## src/rtl/instr_fetch_unit_if.sv

```systemverilog
`default_nettype none
// +-------------------------------------------------------------------------+
// | instr_fetch_unit_if : memory read port and decode handshake bundle      |
// | Revision 1.0                                                            |
// +-------------------------------------------------------------------------+
interface instr_fetch_unit_if #(
   parameter int MEM_WIDTH = 32,
   parameter int AW        = 8
);
   logic [AW-1:0]        mem_addr;
   logic                 mem_read_en;
   logic                 mem_write_en;
   logic [MEM_WIDTH-1:0] mem_write_val;
   logic [MEM_WIDTH-1:0] mem_read_val;
   logic                 inst_valid;
   logic                 inst_ready;
   logic [MEM_WIDTH-1:0] inst_word;
   logic [31:0]          inst_pc;

   modport master (
      output mem_addr, mem_read_en, mem_write_en, mem_write_val,
      input  mem_read_val,
      output inst_valid, inst_word, inst_pc,
      input  inst_ready
   );

   modport slave (
      input  mem_addr, mem_read_en, mem_write_en, mem_write_val,
      output mem_read_val,
      input  inst_valid, inst_word, inst_pc,
      output inst_ready
   );
endinterface
`default_nettype wire

```

## src/rtl/instr_fetch_unit.sv

```systemverilog
`default_nettype none
// +-------------------------------------------------------------------------+
// | instr_fetch_unit : fetch initiator with prefetch FIFO and redirect      |
// | Optional IFETCH_PERF_CNT_EN adds fetch/stall performance counters.      |
// | Revision 1.0                                                            |
// +-------------------------------------------------------------------------+
module instr_fetch_unit #(
   parameter int          MEM_WIDTH  = 32,
   parameter int          MEM_SIZE   = 256,
   parameter int          FIFO_DEPTH = 2,
   parameter int unsigned RESET_ADDR = 0
) (
   input  wire logic                        clk,
   input  wire logic                        reset_n,
   instr_fetch_unit_if.master               bus,
   input  wire logic                        halt,
   input  wire logic                        redirect_valid,
   input  wire logic [$clog2(MEM_SIZE)-1:0] redirect_addr
`ifdef IFETCH_PERF_CNT_EN
   ,
   output logic [31:0]                      perf_fetch_cnt,
   output logic [31:0]                      perf_stall_cnt
`endif
);
   localparam int AW = $clog2(MEM_SIZE);
   localparam int PW = $clog2(FIFO_DEPTH);
   localparam int CW = $clog2(FIFO_DEPTH + 1);
   localparam logic [AW-1:0] PC_LAST = AW'(MEM_SIZE - 1);
   localparam logic [CW-1:0] DEPTH_C = CW'(FIFO_DEPTH);

   typedef enum logic [1:0] {
      IDLE   = 2'd0,
      RUN    = 2'd1,
      HALTED = 2'd2
   } state_t;

   state_t               state;
   state_t               state_nxt;
   logic [AW-1:0]        pc;
   logic [PW-1:0]        rd_ptr;
   logic [PW-1:0]        wr_ptr;
   logic [CW-1:0]        count;
   logic [MEM_WIDTH-1:0] fifo_word [FIFO_DEPTH];
   logic [AW-1:0]        fifo_pc   [FIFO_DEPTH];
   logic                 flush;
   logic                 pop;
   logic                 space;
   logic                 fetch;
   logic                 not_empty;

   assign not_empty      = (count != '0);
   assign flush          = redirect_valid & (state != IDLE);
   assign bus.inst_valid = not_empty & ~redirect_valid;
   assign pop            = bus.inst_valid & bus.inst_ready;
   // A pop frees its slot in the same cycle, so a full FIFO still sustains one fetch per clock.
   assign space          = (count < DEPTH_C) | pop;
   assign fetch          = (state == RUN) & ~halt & ~redirect_valid & space;

   assign bus.mem_addr      = pc;
   assign bus.mem_read_en   = fetch;
   assign bus.mem_write_en  = 1'b0;
   assign bus.mem_write_val = '0;
   assign bus.inst_word     = not_empty ? fifo_word[rd_ptr] : '0;
   assign bus.inst_pc       = not_empty ? 32'({fifo_pc[rd_ptr], 2'b00}) : 32'd0;

   always_ff @(posedge clk or negedge reset_n) begin
      if (!reset_n) state <= IDLE;
      else          state <= state_nxt;
   end

   always_comb begin
      state_nxt = state;
      case (state)
         IDLE:    state_nxt = RUN;
         RUN:     if (halt)  state_nxt = HALTED;
         HALTED:  if (!halt) state_nxt = RUN;
         default: state_nxt = IDLE;
      endcase
   end

   always_ff @(posedge clk or negedge reset_n) begin
      if (!reset_n) begin
         pc     <= AW'(RESET_ADDR);
         rd_ptr <= '0;
         wr_ptr <= '0;
         count  <= '0;
      end else if (flush) begin
         pc     <= redirect_addr;
         rd_ptr <= '0;
         wr_ptr <= '0;
         count  <= '0;
      end else begin
         if (fetch) begin
            pc     <= (pc == PC_LAST) ? '0 : pc + 1'b1;
            wr_ptr <= wr_ptr + 1'b1;
         end
         if (pop) rd_ptr <= rd_ptr + 1'b1;
         case ({fetch, pop})
            2'b10:   count <= count + 1'b1;
            2'b01:   count <= count - 1'b1;
            default: count <= count;
         endcase
      end
   end

   // Storage needs no reset: the head is masked to zero whenever the FIFO is empty.
   always_ff @(posedge clk) begin
      if (fetch) begin
         fifo_word[wr_ptr] <= bus.mem_read_val;
         fifo_pc[wr_ptr]   <= pc;
      end
   end

`ifdef IFETCH_PERF_CNT_EN
   always_ff @(posedge clk or negedge reset_n) begin
      if (!reset_n) begin
         perf_fetch_cnt <= '0;
         perf_stall_cnt <= '0;
      end else begin
         if (fetch) perf_fetch_cnt <= perf_fetch_cnt + 1'b1;
         if ((state == RUN) & ~halt & ~redirect_valid & ~space)
            perf_stall_cnt <= perf_stall_cnt + 1'b1;
      end
   end
`endif

endmodule
`default_nettype wire

```

## src/flat_wrapper.sv

```systemverilog
// flat-port wrapper written by rule: the top's interface ports become plain ports
module instr_fetch_unit_flat 
#(
   parameter int          MEM_WIDTH  = 32,
   parameter int          MEM_SIZE   = 256,
   parameter int          FIFO_DEPTH = 2,
   parameter int unsigned RESET_ADDR = 0
)
  (clk, reset_n, halt, redirect_valid, redirect_addr, bus_mem_addr, bus_mem_read_en, bus_mem_write_en, bus_mem_write_val, bus_mem_read_val, bus_inst_valid, bus_inst_word, bus_inst_pc, bus_inst_ready);
  instr_fetch_unit_if #(.MEM_WIDTH(MEM_WIDTH), .AW((8))) bus_i ();
  input  wire logic clk;
  input  wire logic reset_n;
  input  wire logic halt;
  input  wire logic redirect_valid;
  input  wire logic [$clog2(MEM_SIZE)-1:0] redirect_addr;
  output wire logic [$bits(bus_i.mem_addr)-1:0] bus_mem_addr;
  output wire logic [$bits(bus_i.mem_read_en)-1:0] bus_mem_read_en;
  output wire logic [$bits(bus_i.mem_write_en)-1:0] bus_mem_write_en;
  output wire logic [$bits(bus_i.mem_write_val)-1:0] bus_mem_write_val;
  input wire logic [$bits(bus_i.mem_read_val)-1:0] bus_mem_read_val;
  output wire logic [$bits(bus_i.inst_valid)-1:0] bus_inst_valid;
  output wire logic [$bits(bus_i.inst_word)-1:0] bus_inst_word;
  output wire logic [$bits(bus_i.inst_pc)-1:0] bus_inst_pc;
  input wire logic [$bits(bus_i.inst_ready)-1:0] bus_inst_ready;
  assign bus_mem_addr = bus_i.mem_addr;
  assign bus_mem_read_en = bus_i.mem_read_en;
  assign bus_mem_write_en = bus_i.mem_write_en;
  assign bus_mem_write_val = bus_i.mem_write_val;
  assign bus_i.mem_read_val = bus_mem_read_val;
  assign bus_inst_valid = bus_i.inst_valid;
  assign bus_inst_word = bus_i.inst_word;
  assign bus_inst_pc = bus_i.inst_pc;
  assign bus_i.inst_ready = bus_inst_ready;
  instr_fetch_unit #(.MEM_WIDTH(MEM_WIDTH), .MEM_SIZE(MEM_SIZE), .FIFO_DEPTH(FIFO_DEPTH), .RESET_ADDR(RESET_ADDR)) u_core (.clk(clk), .reset_n(reset_n), .bus(bus_i), .halt(halt), .redirect_valid(redirect_valid), .redirect_addr(redirect_addr));
endmodule
```

## config.mk

```make
export PLATFORM = sky130hd
export DESIGN_NAME = instr_fetch_unit_flat
export DESIGN_NICKNAME = d
export VERILOG_FILES = /design/src/rtl/instr_fetch_unit_if.sv /design/src/rtl/instr_fetch_unit.sv /design/src/flat_wrapper.sv
export SDC_FILE = /design/constraint.sdc
export NUM_CORES = 1
export LEC_CHECK = 0
export CORE_ASPECT_RATIO = 1.25
export CORE_MARGIN = 1.5
export CORE_UTILIZATION = 45
export CTS_CLUSTER_DIAMETER = 150
export DETAILED_ROUTE_END_ITERATION = 8
export GPL_TIMING_DRIVEN = 0
export PLACE_DENSITY = 0.8
export SLEW_MARGIN = 30
export SYNTH_ARGS = -nofsm -noshare
export SYNTH_HDL_FRONTEND = slang
export SYNTH_SLANG_ARGS = --single-unit
```

## constraint.sdc

```tcl
create_clock -name clk -period 5.05 [get_ports clk]
set_clock_uncertainty 0.15 [all_clocks]
set_input_delay 0.505 -clock clk [delete_from_list [all_inputs] [get_ports clk]]
set_output_delay 0.505 -clock clk [all_outputs]
set_load 0.05 [all_outputs]
```

# ---- Yosys cells after proc, flatten, opt, wreduce, memory -nomap -nowiden
# Memories as Yosys holds them, arrays and structs flattened.
# Cells that the tools add are included.
dict set report totals {
  ram_bits 80
  elab_cells 52
  input_bits 45
  mem_count 2
  ff_bits 14
  output_inout_bits 107
}
# memory words word_bits rd rd_clocked_by_memory_dff write_ports line_no
set memory_table {}
lappend memory_table {u_core.fifo_word 2 32 1 0 1 instr_fetch_unit.sv:43} ;# logic [MEM_WIDTH-1:0] fifo_word [FIFO_DEPTH];
lappend memory_table {u_core.fifo_pc 2 8 1 0 1 instr_fetch_unit.sv:44} ;# logic [AW-1:0] fifo_pc [FIFO_DEPTH];
dict set report classes {
  n_lt_le_gt_ge 1
  bitwise 9
  n_reduce_logical 7
  mux 16
  add_sub_neg 5
  n_eq_ne 7
}
# op count
set op_table {}
lappend op_table {{2-to-1 mux 32 bit} 1}
lappend op_table {{2-to-1 mux 8 bit} 3}
lappend op_table {{2-to-1 mux 10 bit} 1}
lappend op_table {{adder 8 x 1 -> 8 bit, second input constant} 1}
lappend op_table {{equality test 8 bit, second input constant} 1}
lappend op_table {{nonzero test 2 bit} 4}
lappend op_table {{bitwise AND 1 bit} 6}
lappend op_table {{2-to-1 mux 1 bit} 6}
lappend op_table {{2-to-1 mux 2 bit} 3}
lappend op_table {{case mux 2 bit (3 select lines)} 1}
lappend op_table {{equality test 2 x 1 -> 1 bit, second input constant} 2}
lappend op_table {{equality test 2 bit, second input constant} 2}
lappend op_table {{inequality test 2 bit, second input constant} 2}
lappend op_table {{case mux 2 bit (2 select lines)} 1}
lappend op_table {{nonzero test 3 bit} 1}
lappend op_table {{adder 1 bit, second input constant} 2}
lappend op_table {{adder 2 x 1 -> 2 bit, second input constant} 1}
lappend op_table {{logical NOT 2 bit} 1}
lappend op_table {{< comparator 2 bit, second input constant} 1}
lappend op_table {{NOT 1 bit} 2}
lappend op_table {{AND reduction 2 bit} 1}
lappend op_table {{subtractor 2 x 1 -> 2 bit, second input constant} 1}
lappend op_table {{bitwise OR 1 bit} 1}

# ---- Longest topological paths before layout
dict set report logic_depth {
  ltp_word 8
  ltp_mapped 8
  ltp_nobuf 6
}

# ---- Worst setup path after synthesis
# No wires, ideal clock.
dict set report synth_timing {
  path_type {input to register}
  start {in halt}
  end {mem u_core.fifo_pc[0][0], enable pin}
  arrival_time_ns 2.828
  setup_ns 0.438
  path_slack_ns 1.635
  required_ns 4.462
  path_buffers 1
  path_stages 4
  cell_sequence {nor4b_2 > nand2_1 > clkbuf_1 > nor2_1}
}
dict set report synth_via {
  elab_chain_len 6
}
# element line_no
set synth_rtl {}
lappend synth_rtl {{start, declared} flat_wrapper.sv:13} ;# input wire logic halt;
lappend synth_rtl {{NOT 1 bit} instr_fetch_unit.sv:57} ;# assign fetch = (state == RUN) & ~halt & ~redirect_valid & space;
lappend synth_rtl {{bitwise AND 1 bit (3 in series)} instr_fetch_unit.sv:57}
lappend synth_rtl {{2-to-1 mux 1 bit} instr_fetch_unit.sv:108} ;# if (fetch) begin
lappend synth_rtl {{2-to-1 mux 1 bit (implied by the code)} instr_fetch_unit.sv:110} ;# fifo_pc[wr_ptr] <= pc;
lappend synth_rtl {{end, declared} instr_fetch_unit.sv:44}
# No other way between the ends.

# ---- Worst setup path in the final report
dict set report layout_timing {
  start {reg u_core.rd_ptr}
  end {out bus_inst_word[22]}
}
dict set report layout_via {
  elab_chain_len 2
}
# element line_no
set layout_rtl {}
lappend layout_rtl {{start, declared} instr_fetch_unit.sv:40} ;# logic [PW-1:0] rd_ptr;
lappend layout_rtl {{start signal, assigned} instr_fetch_unit.sv:97} ;# if (pop) rd_ptr <= rd_ptr + 1'b1;
lappend layout_rtl {{memory (2 x 32 bit)} --}
lappend layout_rtl {{2-to-1 mux 32 bit} instr_fetch_unit.sv:63} ;# assign bus.inst_word = not_empty ? fifo_word[rd_ptr] : '0;
lappend layout_rtl {{end, declared} flat_wrapper.sv:22} ;# output wire logic [$bits(bus_i.inst_word)-1:0] bus_inst_word;
# No other way between the ends.

==> results.py <==
metrics = {
    "outcome": {
        "status": "finished, final reports clean",
    },
    "synthesis": {
        "ys_warn_count": 0,
        "synth_top_area_cell": "edfxtp_1",
        "syn_area_um2": 4240,
        "netlist_top_cells_area": "edfxtp_1 57%, buf_4 10%, mux2i_1 9.4%",
        "ys_types": 39,
        "synthCells": 312,
        "synth_top_area_share_pct": 56.7,
        "syn_area_per_cell_um2": 13.6,
        "synth_seq_cells": 94,
        "synth_seq_area_share_pct": 64.9,
    },
    "cts": {
        "h-tree-depth": 3,
        "max-clock-path-buffers": 2,
        "ctsResizeCount": 0,
        "cts_sinks": 94,
        "path_clk_slew_ns": 0.06,
        "numCtsBuffers": 9,
        "cts_tree": "done",
        "clock_latency_ns": 0.33,
        "cts_setup_buffers": 0,
        "cts_hold_buf": 0,
        "root_buffer": "clkbuf_16",
    },
    "timing": {
        "clock.fmax_mhz": 300,
        "timing.setup.tns_ns": 0,
        "period_share_pct": 65.9,
        "slew_viol_final": 0,
        "timing.final.crit_period_ns": 3.33,
        "tightest_slew_ns": 0.770,
        "rsz0062_at_grt": "no",
        "fin_ws_ns": 1.72,
        "finalHoldViolCount": 0,
        "max_slew_margin_pct": 48.7,
        "finalSetupViolations": 0,
    },
    "global_routing": {
        "first_global_vias": 2620,
        "globalRouteOverflowTotal": 0,
        "antenna_found_initial": 0,
        "grt_pass1_wl_mm": 12.9,
        "track_usage_pct": 16.5,
        "grt_max_degree": 22,
    },
    "floorplan": {
        "fp.dieArea_um2": 10000,
        "boundaryPins": 152,
        "core_um2": 9170,
        "die_y_um": 112,
        "die_w_um": 89.8,
        "initial_core_util_pct": 46.2,
        "core.rowCount": 39,
    },
    "setup_path": {
        "start_kind": "flop",
        "cp_max_fo": 10,
        "required_ns": 4.39,
        "cp.arrival_ns": 2.67,
        "reg2reg_depth": 6,
        "critical_path_class": "flop to output port",
        "cp-end-kind": "output port",
    },
    "placed_design": {
        "gp_congestion": 0.812,
        "post-place-ws_ns": 1.84,
        "dpl.hpwl_mm": 5.73,
        "placed_cells": 587,
        "port_buffers": 94,
        "place_area_um2": 5610,
    },
    "pwr": {
        "peakVddDrop_mv": 0.383,
        "p_leak_nw": 2.26,
        "power.density_nw_per_um2": 575,
    },
    "drt": {
        "wl_per_cell_um": 13.4,
        "drt-total-wl_mm": 8.08,
        "firstDrtPassIters": 4,
        "first_iter_violations": 135,
        "route.detailed.drc": 0,
        "dr_total_vias": 2740,
        "drtAntennaViolNets": 0,
        "drt-vias-per-instance": 4.54,
    },
    "final_layout": {
        "nets": 522,
        "fin_area_um2": 5910,
        "diodes": 0,
        "drive_gt1_share_pct": 16.5,
        "syn2layout_area_growth_pct": 39.4,
        "fin_cells": 603,
    },
    "flow_run": {
        "maxCapViolCount": 0,
    },
    "min_path": {
        "hold_path_class": "input pin to async pin",
    },
}
## power by group
part	leakage [nW]	total, mW	internal (mW)	switching, mW
clock network	0.146	0.674	0.410	0.264
registers	0.898	1.09	0.989	0.101
logic	1.21	1.63	0.557	1.08
## layout make-up
| type | instances | area (um^2) |
|---|---|---|
| fill | 702 | 3260 |
| sequential | 94 | 2750 |
| multi-input combinational | 204 | 1220 |
| timing repair buffer | 96 | 996 |
| buffer | 69 | 480 |
| clock buffer | 13 | 260 |
| tap | 123 | 154 |
| clock inverter | 3 | 42.5 |
| inverter | 1 | 3.75 |
## cells by family (layout without fill, tap and decap cells)
group	after synthesis	after routing	share of synthesized area, %
xor gates and xnor gates	5	5	1.03
muxes	40	40	9.44
other	1	57	0.0884
AOI/OAI and AO/OA	23	23	3.92
DFF	94	94	64.9
and+or+nand+nor	77	77	8.59
adders and majority gates	2	2	0.590
buffers and inverters	70	182	11.4
## final timing paths
kind	from	to	slack, ns
hold / removal	reset_n	u_core.wr_ptr	0.42
min in group clk	u_core.state[1]	u_core.state[0]	0.43
hold reg to reg	u_core.state[1]	u_core.state[0]	0.43
setup reg to reg	u_core.state[1]	u_core.fifo_word[0][20]	2.43
max in group asynchronous	reset_n	u_core.bus.mem_addr[7]	3.91
setup / recovery	u_core.rd_ptr	bus_inst_word[22]	1.72
## synth_stat cells (all sizes together)
cell	count
and4	1
nand4b	1
nor2	52
or4b	2
buf	61
a2bb2oi	1
a21bo	1
mux2i	40
a21o	1
a21oi	2
nor3b	3
nor4b	1
ha	2
or3	1
nand3	3
dfrtp	14
nor2b	1
o21ai	6
nand2b	1
xor2	2
a221o	4
and3	3
a31oi	3
o31ai	3
edfxtp	80
and2	1
nand2	4
o21a	2
inv	1
conb	1
xnor2	3
clkbuf	8
nand4	1
nor3	2
## metal layers
| layer | global-route usage, % | wire length (um) | up-vias | part of all wire (%) |
|---|---|---|---|---|
| met5 | 0 | 0 | - | 0 |
| met4 | 7.51 | 120 | 0 | 1.5 |
| met1 | 18.2 | 3230 | 1275 | 40 |
| li1 | - | - | 1332 | - |
| met2 | 29.9 | 4180 | 123 | 52 |
| met3 | 4.23 | 549 | 10 | 6.8 |
## stage by stage
stage | hold WS (ns) | utilization, % | power (mW)
floorplan | 0.0594 | - | 2.23
global placement | 0.391 | 60.4 | 2.71
detailed placement | 0.416 | 61.1 | 2.75
CTS | 0.429 | 64.4 | 3.43
global route | 0.450 | 64.4 | 3.55
finish | 0.421 | 64.4 | 3.40
## critical path, cell delays in order, from the launching register on
cell and delay (ns):
dfrtp_1 0.32, clkbuf_1 0.24, clkbuf_1 0.61, mux2i_1 0.16, nor2_1 0.17, clkdlybuf4s50_1 0.83
## flip-flops by register name, summed over array words and instances (netlist names)
signal / cells
u_core.wr_ptr: 1
u_core.rd_ptr: 1
u_core.count: 2
u_core.fifo_word: 64
u_core.state: 2
u_core.fifo_pc: 16
u_core.bus.mem_addr: 8
## placed cells by master (no fill, tap or decap), types with 2 or more instances in the layout
cell	instances
xor2_1	2
buf_1	3
edfxtp_1	80
o21ai_0	4
clkbuf_8	2
nand3_1	3
dfrtp_1	14
clkdlybuf4s50_1	94
nor3b_1	3
o31ai_1	3
nor3_1	2
conb_1	57
nor2_1	51
nand2_1	4
clkbuf_16	9
a21oi_1	2
ha_1	2
and3_1	2
a31oi_1	3
a221o_1	4
buf_16	2
clkbuf_1	10
xnor2_1	3
o21a_1	2
mux2i_1	40
buf_4	57
(Power assumes the default switching activity.)
